<file path="config.mk">
export PLATFORM = sky130hd
export DESIGN_NAME = cmp_result_tracker
export DESIGN_NICKNAME = d
export VERILOG_FILES = /design/src/rtl/cmp_result_tracker.sv
export SDC_FILE = /design/constraint.sdc
export NUM_CORES = 1
export LEC_CHECK = 0
export CORE_ASPECT_RATIO = 1.2
export CORE_MARGIN = 3
export CORE_UTILIZATION = 35
export CTS_CLUSTER_DIAMETER = 200
export DETAILED_ROUTE_END_ITERATION = 8
export PLACE_DENSITY = 0.64
export SLEW_MARGIN = 20
export SYNTH_ARGS = -nofsm -noshare
export SYNTH_HDL_FRONTEND = slang
export SYNTH_SLANG_ARGS = --single-unit
</file>
<file path="constraint.sdc">
create_clock -name clk -period 7.7 [get_ports clk]
set_input_delay 2.31 -clock clk [delete_from_list [all_inputs] [get_ports clk]]
set_output_delay 2.31 -clock clk [all_outputs]
set_load 0.005 [all_outputs]
</file>
<file path="src/rtl/cmp_result_tracker.sv">
// cmp_result_tracker
// Accumulates statistics over a stream of le/eq/gr results from an upstream
// comparator, and exposes a frozen snapshot through a four-phase handshake.
//
// Ports:
//   clk        single clock, rising-edge
//   rst        asynchronous, active-high reset
//   in_valid   le/eq/gr carry a valid compare result this cycle
//   le/eq/gr   comparator flags (in1<in2, in1==in2, in1>in2)
//   clr        synchronous clear of every live counter and the run state
//   rd_req     four-phase snapshot request
//   rd_ack     snapshot valid and held
//   le_cnt, eq_cnt, gr_cnt, run_max, err_cnt   snapshot outputs
//   run_hit    one-cycle pulse when the current eq run reaches RUN_THRESH
//   fsm_state  debug view of the read handshake FSM (0 IDLE, 1 ACK, 2 WAIT_LOW)
//
// Handshake: rd_req rises -> next cycle rd_ack=1 with the snapshot held.
// rd_ack stays high until rd_req falls, then one WAIT_LOW cycle (rd_req
// ignored) precedes the return to IDLE, where a high rd_req starts a new read.
module cmp_result_tracker #(
  parameter int CNT_W      = 8,
  parameter int RUN_THRESH = 4
) (
  input  logic             clk,
  input  logic             rst,
  input  logic             in_valid,
  input  logic             le,
  input  logic             eq,
  input  logic             gr,
  input  logic             clr,
  input  logic             rd_req,
  output logic             rd_ack,
  output logic [CNT_W-1:0] le_cnt,
  output logic [CNT_W-1:0] eq_cnt,
  output logic [CNT_W-1:0] gr_cnt,
  output logic [CNT_W-1:0] run_max,
  output logic [CNT_W-1:0] err_cnt,
  output logic             run_hit,
  output logic [1:0]       fsm_state
);

  localparam logic [CNT_W-1:0] CNT_MAX = '1;
  localparam logic [CNT_W-1:0] RUN_T   = CNT_W'(RUN_THRESH);

  typedef enum logic [1:0] {
    IDLE     = 2'd0,
    ACK      = 2'd1,
    WAIT_LOW = 2'd2
  } state_t;

  state_t state;

  // Live counters
  logic [CNT_W-1:0] le_l, eq_l, gr_l, err_l, run_l, max_l;
  // Next live values, including the sample of the current cycle
  logic [CNT_W-1:0] le_n, eq_n, gr_n, err_n, run_n, max_n;
  logic             hit_n;
  logic             take;
  logic             one_hot;

  function automatic logic [CNT_W-1:0] sat_inc(input logic [CNT_W-1:0] v);
    return (v == CNT_MAX) ? v : v + 1'b1;
  endfunction

  // A sample arriving together with clr is discarded, so with clr the
  // "next" values equal the current live values.
  assign take    = in_valid && !clr;
  assign one_hot = ({le, eq, gr} == 3'b100) || ({le, eq, gr} == 3'b010) ||
                   ({le, eq, gr} == 3'b001);

  always_comb begin
    le_n  = le_l;
    eq_n  = eq_l;
    gr_n  = gr_l;
    err_n = err_l;
    run_n = run_l;
    hit_n = 1'b0;
    if (take) begin
      if (one_hot) begin
        if (le) le_n = sat_inc(le_l);
        if (gr) gr_n = sat_inc(gr_l);
        if (eq) begin
          eq_n  = sat_inc(eq_l);
          run_n = sat_inc(run_l);
          // run_l != RUN_T keeps a run saturated at RUN_THRESH from re-firing
          hit_n = (run_n == RUN_T) && (run_l != RUN_T);
        end else begin
          run_n = '0;
        end
      end else begin
        err_n = sat_inc(err_l);
        run_n = '0;
      end
    end
    max_n = (run_n > max_l) ? run_n : max_l;
  end

  // Live statistics
  always_ff @(posedge clk or posedge rst) begin
    if (rst) begin
      le_l    <= '0;
      eq_l    <= '0;
      gr_l    <= '0;
      err_l   <= '0;
      run_l   <= '0;
      max_l   <= '0;
      run_hit <= 1'b0;
    end else if (clr) begin
      le_l    <= '0;
      eq_l    <= '0;
      gr_l    <= '0;
      err_l   <= '0;
      run_l   <= '0;
      max_l   <= '0;
      run_hit <= 1'b0;
    end else begin
      le_l    <= le_n;
      eq_l    <= eq_n;
      gr_l    <= gr_n;
      err_l   <= err_n;
      run_l   <= run_n;
      max_l   <= max_n;
      run_hit <= hit_n;
    end
  end

  // Read handshake FSM and snapshot registers. Copying the *_n values picks
  // up a same-cycle sample, and yields the pre-clear values when clr is high.
  always_ff @(posedge clk or posedge rst) begin
    if (rst) begin
      state   <= IDLE;
      rd_ack  <= 1'b0;
      le_cnt  <= '0;
      eq_cnt  <= '0;
      gr_cnt  <= '0;
      run_max <= '0;
      err_cnt <= '0;
    end else begin
      case (state)
        IDLE: begin
          if (rd_req) begin
            le_cnt  <= le_n;
            eq_cnt  <= eq_n;
            gr_cnt  <= gr_n;
            run_max <= max_n;
            err_cnt <= err_n;
            rd_ack  <= 1'b1;
            state   <= ACK;
          end
        end
        ACK: begin
          if (!rd_req) begin
            rd_ack <= 1'b0;
            state  <= WAIT_LOW;
          end
        end
        WAIT_LOW: begin
          rd_ack <= 1'b0;
          state  <= IDLE;
        end
        default: begin
          rd_ack <= 1'b0;
          state  <= IDLE;
        end
      endcase
    end
  end

  assign fsm_state = state;

endmodule

</file>
==> flow_summary.json, run 1 <==
{
  "cts_setup_buffers": 0,
  "finalSetupViolations": 0,
  "critPathBufInv": 1,
  "drt-initial-drc-count": 204,
  "synth_edf_count": 0,
  "ctsResizeCount": 0,
  "slew_violations": 0,
  "fin_area_um2": 5263,
  "drc_errors": 0,
  "ys_seq_elements": 91,
  "period_share_pct": 71.56,
  "synth_nets": 464,
  "fp.dieW_um": 107.4,
  "ys.flop_type": "dfrtp_1",
  "relSlewSlack_pct": 35.81,
  "num_io_pins": 52,
  "grt_pass1_vias": 3352,
  "io_buffers": 51,
  "placed_cell_area_um2": 4943,
  "drtPass1Iterations": 4,
  "synth_area_per_cell_um2": 9.772,
  "critPathMaxStageDelay_ns": 0.70,
  "antenna_found_initial": 0,
  "core-area_um2": 11780,
  "final_nets": 506,
  "required_ns": 7.92,
  "initial_utilization_pct": 36.66,
  "dp_hpwl_mm": 6.258,
  "synth_area_um2": 4319,
  "fp.dieH_um": 127.7,
  "grt-ovfl-total": 0,
  "tritoncts": "yes",
  "peakVddDrop_v": 0.0001106,
  "syn_inst": 442,
  "drive_gt1_share_pct": 6.953,
  "endpoint_kind": "flip-flop",
  "gp_congestion": 0.8698,
  "hold_viol_final": 0,
  "cellPowerDensity_nw_per_um2": 190.7,
  "start_kind": "input port",
  "wl_per_cell_um": 14.24,
  "rsz0062_at_grt": "false",
  "postCtsHoldBufs": 0,
  "rows": 43,
  "synth.distinct_cells": 47,
  "cap_violations": 0,
  "viasPerCell": 5.029,
  "fmax_mhz": 181.5,
  "synthToLayoutAreaGrowth_pct": 21.84,
  "layout_min_cycle_time_ns": 5.510,
  "clk_latency_ns": 0.34,
  "status": "complete, no violations",
  "cpMaxStageDelayCell": "buf_2",
  "path_clk_slew_ns": 0.06,
  "htreeDepth": 3,
  "grt_max_degree": 72,
  "critPathKind": "input port to flip-flop",
  "async_flop_share_pct": 100.0,
  "synth_top_area_cell": "dfrtp_1",
  "skew_ns": 0.002714,
  "hp-class": "flip-flop to flip-flop",
  "cts_buffer_depth": 2,
  "yosys.area.top_type_share_pct": 52.72,
  "diodes": 0,
  "cp.arrival_ns": 5.73,
  "routed_wl_mm": 9.198,
  "final_antenna_net_count": 0,
  "numCtsBuffers": 9,
  "crit_family": "compound AO/OA/AOI/OAI gates",
  "worst_slew_pin_slew_ns": 0.9629,
  "cts-root-buf": "clkbuf_16",
  "track_usage_pct": 14.51,
  "tns_ns": 0,
  "synth_seq_area_share_pct": 52.72,
  "dp.cells": 630,
  "final_common_cell": "dfrtp_1",
  "via_count": 3249,
  "final_cell_mix": "dfrtp_1, nand2_1, nor2_1",
  "path_cells": "buf_2 -> nor2b_1 -> and3_1 -> a311oi_2 -> ha_1 -> a211oi_1 -> nor2_1 -> o31a_1 -> mux2_1 -> mux2_2",
  "p_total_mw": 1.004,
  "clock_sinks": 91,
  "p_leak_nw": 2.212,
  "ys_top_cells_by_area": "dfrtp_1, nand2_1, nor2_1, o21ai_0, ha_1",
  "yosys_warnings": 0,
  "final_cells": 646,
  "dieArea_um2": 13720,
  "grt_pass1_wl_mm": 15.93,
  "crit_fanout": 51
}
[kinds of logic (layout without fill, tap and decap cells)]
logic type      after synthesis  count (layout)  synth area share [%]
compound gates               72              72                 9.965
mux                          17              17                 4.055
fa+ha+maj                    14              14                 4.056
xor+xnor                     23              23                 4.664
buf+inv                      35              82                 3.273
simple gates                190             190                 21.26
flops                        91              91                 52.72
[cells in the mapped netlist (all sizes together) (2+ instances only)]
master and instances:
a21oi 11, ha 14, inv 14, and4 2
and3 8, nand3 17, nand4 10, nor4 7
nor3 9, o21ai 44, a31oi 5, clkbuf 15
mux2 4, buf 6, nand2 58, or2 2
dfrtp 91, nor2 56, o31a 3, mux2i 13
a211oi 2, xnor2 11, nand2b 3, xor2 12
o211ai 2, nor2b 11, nand3b 4
[state kept, by name (all words and copies together), names as in the netlist]
name,cells
eq_cnt,8
run_hit,1
rd_ack,1
gr_l,8
gr_cnt,8
eq_l,8
fsm_state,1
le_cnt,8
err_cnt,8
run_max,8
err_l,8
le_l,8
run_l,8
max_l,8
[power breakdown]
part / switching, mW / total, mW / internal [mW]
registers: 0.00501 / 0.491 / 0.486
logic: 0.0358 / 0.0590 / 0.0231
clock network: 0.177 / 0.454 / 0.277
total: 0.218 / 1.00 / 0.786
[area by class of cell]
type	count	area [µm²]
Clock buffer	12	266.5
Clock inverter	4	47.55
Fill cell	1125	6520
Inverter	14	53.80
Multi-Input combinational cell	316	1908
Sequential cell	91	2277
Tap cell	157	196.4
Timing Repair Buffer	52	513.0
[layer usage]
metal  track usage [%]  vias up  wire, µm
li1                  -     1603         -
met1             18.64     1584      4184
met2             23.28       49      4440
met3             3.174       13       369
met4             6.984        0       204
met5                 0        -         0
[worst reg2reg max path: stages, from the launching register on]
cell      delay [ns]
dfrtp_1         0.45
ha_1            0.27
and3_1          0.30
nand2_1         0.13
and3_1          0.24
a311oi_2        0.34
ha_1            0.31
a211oi_1        0.24
nor2_1          0.07
o31a_1          0.44
mux2_1          0.40
mux2_2          0.27
[stage by stage]
stage          setup slack (ns)  utilization [%]  hold WS [ns]
2_1_floorplan             2.696                -        0.4511
3_3_place_gp              1.939            41.96        0.4440
3_5_place_dp              1.838            41.96        0.4570
4_1_cts                   2.176            44.62        0.4656
5_1_grt                   1.924            44.66        0.4732
6_report                  2.190            44.66        0.4601
[final timing paths]
| path | start | end | slack (ns) | cells past startpoint |
|---|---|---|---|---|
| min reg2reg | fsm_state[1] | fsm_state[1] | 0.46 | 1 |
| max reg2reg | run_l[0] | run_max[4] | 4.13 | 11 |
| max | clr | run_max[4] | 2.19 | 10 |
| min in group asynchronous | rst | eq_cnt[1] | 2.26 | 2 |
| max in group asynchronous | rst | run_hit | 4.24 | 3 |
| min | fsm_state[1] | fsm_state[1] | 0.46 | 1 |
No activity file was read; power rests on OpenSTA's default activity.
==> inputs of run 2 (changes only) <==
--- a/config.mk
+++ b/config.mk
@@ -10,7 +10,7 @@
 export CORE_UTILIZATION = 35
 export CTS_CLUSTER_DIAMETER = 200
 export DETAILED_ROUTE_END_ITERATION = 8
-export PLACE_DENSITY = 0.64
+export PLACE_DENSITY = 0.66
 export SLEW_MARGIN = 20
 export SYNTH_ARGS = -nofsm -noshare
 export SYNTH_HDL_FRONTEND = slang
==> constraint.sdc (replaced) <==
create_clock -name clk -period 4.7 [get_ports clk]
set_input_delay 1.41 -clock clk [delete_from_list [all_inputs] [get_ports clk]]
set_output_delay 1.41 -clock clk [all_outputs]
set_load 0.005 [all_outputs]
==> run 2 against run 1 <==
Critical path depth increased by 1; die area unchanged; hold slack improved by 0.0024 ns; final cell count increased by 1.4%; clock-buffer cell count unchanged; via count increased by 0.31%; total power increased by 56%; clock skew increased by 0.0027 ns; first-iteration DRC count decreased by 37%; routed wire length increased by 0.25%; highest routed layer unchanged.
==> flow_summary.json, run 2 (synthesized netlist as in run 1, its figures left out) <==
{
  "dp_hpwl_mm": 6.597,
  "endpoint_kind": "flip-flop",
  "utilization_pct": 44.89,
  "layout_min_cycle_time_ns": 4.448,
  "cellPowerDensity_nw_per_um2": 295.3,
  "num_io_pins": 52,
  "start_kind": "input port",
  "final_nets": 515,
  "p_leak_nw": 2.236,
  "place_worst_setup_slack_ns": 0.01803,
  "path_clk_slew_ns": 0.06,
  "tritoncts": "yes",
  "cts_setup_buffers": 0,
  "cap_violations": 0,
  "p_seq_share_pct": 51.5,
  "cts_buffer_depth": 2,
  "dp.cells": 639,
  "drt-initial-drc-count": 128,
  "r2r-end": "run_max[6]",
  "hp-class": "flip-flop to flip-flop",
  "diodes": 0,
  "rsz0062_at_grt": "false",
  "grt_pass1_vias": 3321,
  "drtPass1Iterations": 4,
  "numCtsBuffers": 9,
  "final_common_cell": "dfrtp_1",
  "finalSetupViolations": 0,
  "endpoint": "run_max[6]",
  "synthToLayoutAreaGrowth_pct": 22.45,
  "grtUsageMet1_pct": 18.61,
  "tns_ns": 0,
  "net-switching-power_mw": 0.3521,
  "antenna_found_initial": 0,
  "peakVddDrop_v": 0.0001285,
  "fill_cells": 1118,
  "fin_area_um2": 5289,
  "clk_latency_ns": 0.33,
  "fp.dieW_um": 107.4,
  "min_delay_path_depth": 1,
  "p_total_mw": 1.562,
  "status": "complete, no violations",
  "fin_ws_ns": 0.2521,
  "reg2reg_depth": 11,
  "wl_per_cell_um": 14.08,
  "worst_slew_pin_slew_ns": 0.7145,
  "clock_sinks": 91,
  "relSlewSlack_pct": 52.31,
  "use_met3_pct": 3.224,
  "routed_wl_mm": 9.221,
  "startpoint": "gr",
  "grt_pass1_wl_mm": 15.64,
  "final_cells": 655,
  "final_antenna_net_count": 0,
  "cts-root-buf": "clkbuf_16",
  "postCtsHoldBufs": 0,
  "gp_congestion": 0.8357,
  "final_cell_mix": "dfrtp_1, nand2_1, nor2_1",
  "grt-ovfl-total": 0,
  "met2_usage_pct": 23.02,
  "track_usage_pct": 14.19,
  "skew_ns": 0.005452,
  "via_count": 3259,
  "period_share_pct": 94.64,
  "power_frac_comb_pct": 6.5,
  "dieArea_um2": 13720,
  "core-area_um2": 11780,
  "initial_utilization_pct": 36.66,
  "htreeDepth": 3,
  "placed_cell_area_um2": 5011,
  "rows": 43,
  "ctsResizeCount": 0,
  "grt_max_degree": 69,
  "hold_ws_ns": 0.4625,
  "slew_violations": 0,
  "drc_errors": 0,
  "hold_viol_final": 0,
  "busiest_layer": "met2",
  "required_ns": 4.92,
  "fp.dieH_um": 127.7,
  "rrSetupSlack_ns": 1.32,
  "fmax_mhz": 224.8,
  "io_buffers": 51,
  "p_clk_share_pct": 42.0,
  "viasPerCell": 4.976,
  "cp.arrival_ns": 4.66,
  "crit_fanout": 4,
  "critPathKind": "input port to flip-flop",
  "r2r-start": "run_l[0]",
  "drive_gt1_share_pct": 8.233,
  "p_int_mw": 1.210,
  "switching_share_pct": 22.55
}
==> run 2: worst min-delay path by stage <==
| stage | start | end | slack, ns |
|---|---|---|---|
| floorplan | fsm_state[1] | fsm_state[1] | 0.45 |
| global placement | fsm_state[1] | fsm_state[1] | 0.44 |
| detailed placement | fsm_state[1] | fsm_state[1] | 0.46 |
| CTS | fsm_state[1] | fsm_state[1] | 0.47 |
| global route | fsm_state[1] | fsm_state[1] | 0.48 |
| finish | fsm_state[1] | fsm_state[1] | 0.46 |
==> run 2: worst max-delay path, cell delays in order <==
cell	delay, ns
clkdlybuf4s50_1	0.47
or3b_1	0.51
o31ai_1	0.46
a32o_1	0.26
ha_1	0.26
nor2b_1	0.13
o211ai_1	0.17
a21oi_1	0.09
o31a_1	0.29
mux2_1	0.34
mux2_2	0.26
==> run 2: area by class of cell <==
| type | count | area [µm²] | share of cell area, % |
|---|---|---|---|
| Timing Repair Buffer | 61 | 580.6 | 10.98 |
| Multi-Input combinational cell | 316 | 1908 | 36.08 |
| Sequential cell | 91 | 2277 | 43.06 |
| Inverter | 14 | 53.80 | 1.017 |
| Tap cell | 157 | 196.4 | 3.714 |
| Clock inverter | 4 | 26.28 | 0.4968 |
| Clock buffer | 12 | 246.5 | 4.661 |
==> run 2: power groups by stage <==
stage,Clock [mW],Combinational (mW),Sequential (mW)
2_1_floorplan,0,0.0547,0.819
3_3_place_gp,0,0.101,0.818
3_5_place_dp,0,0.103,0.819
4_1_cts,0.679,0.104,0.804
5_1_grt,0.712,0.115,0.805
6_report,0.657,0.101,0.804
==> run 2: per-layer routing <==
metal  share of wire, %  wire [µm]  vias to the layer above
met5                  0          0                        -
met4                1.9        176                        0
met3                2.8        256                       13
met2                 49       4482                       44
met1                 47       4306                     1590
li1                   -          -                     1612
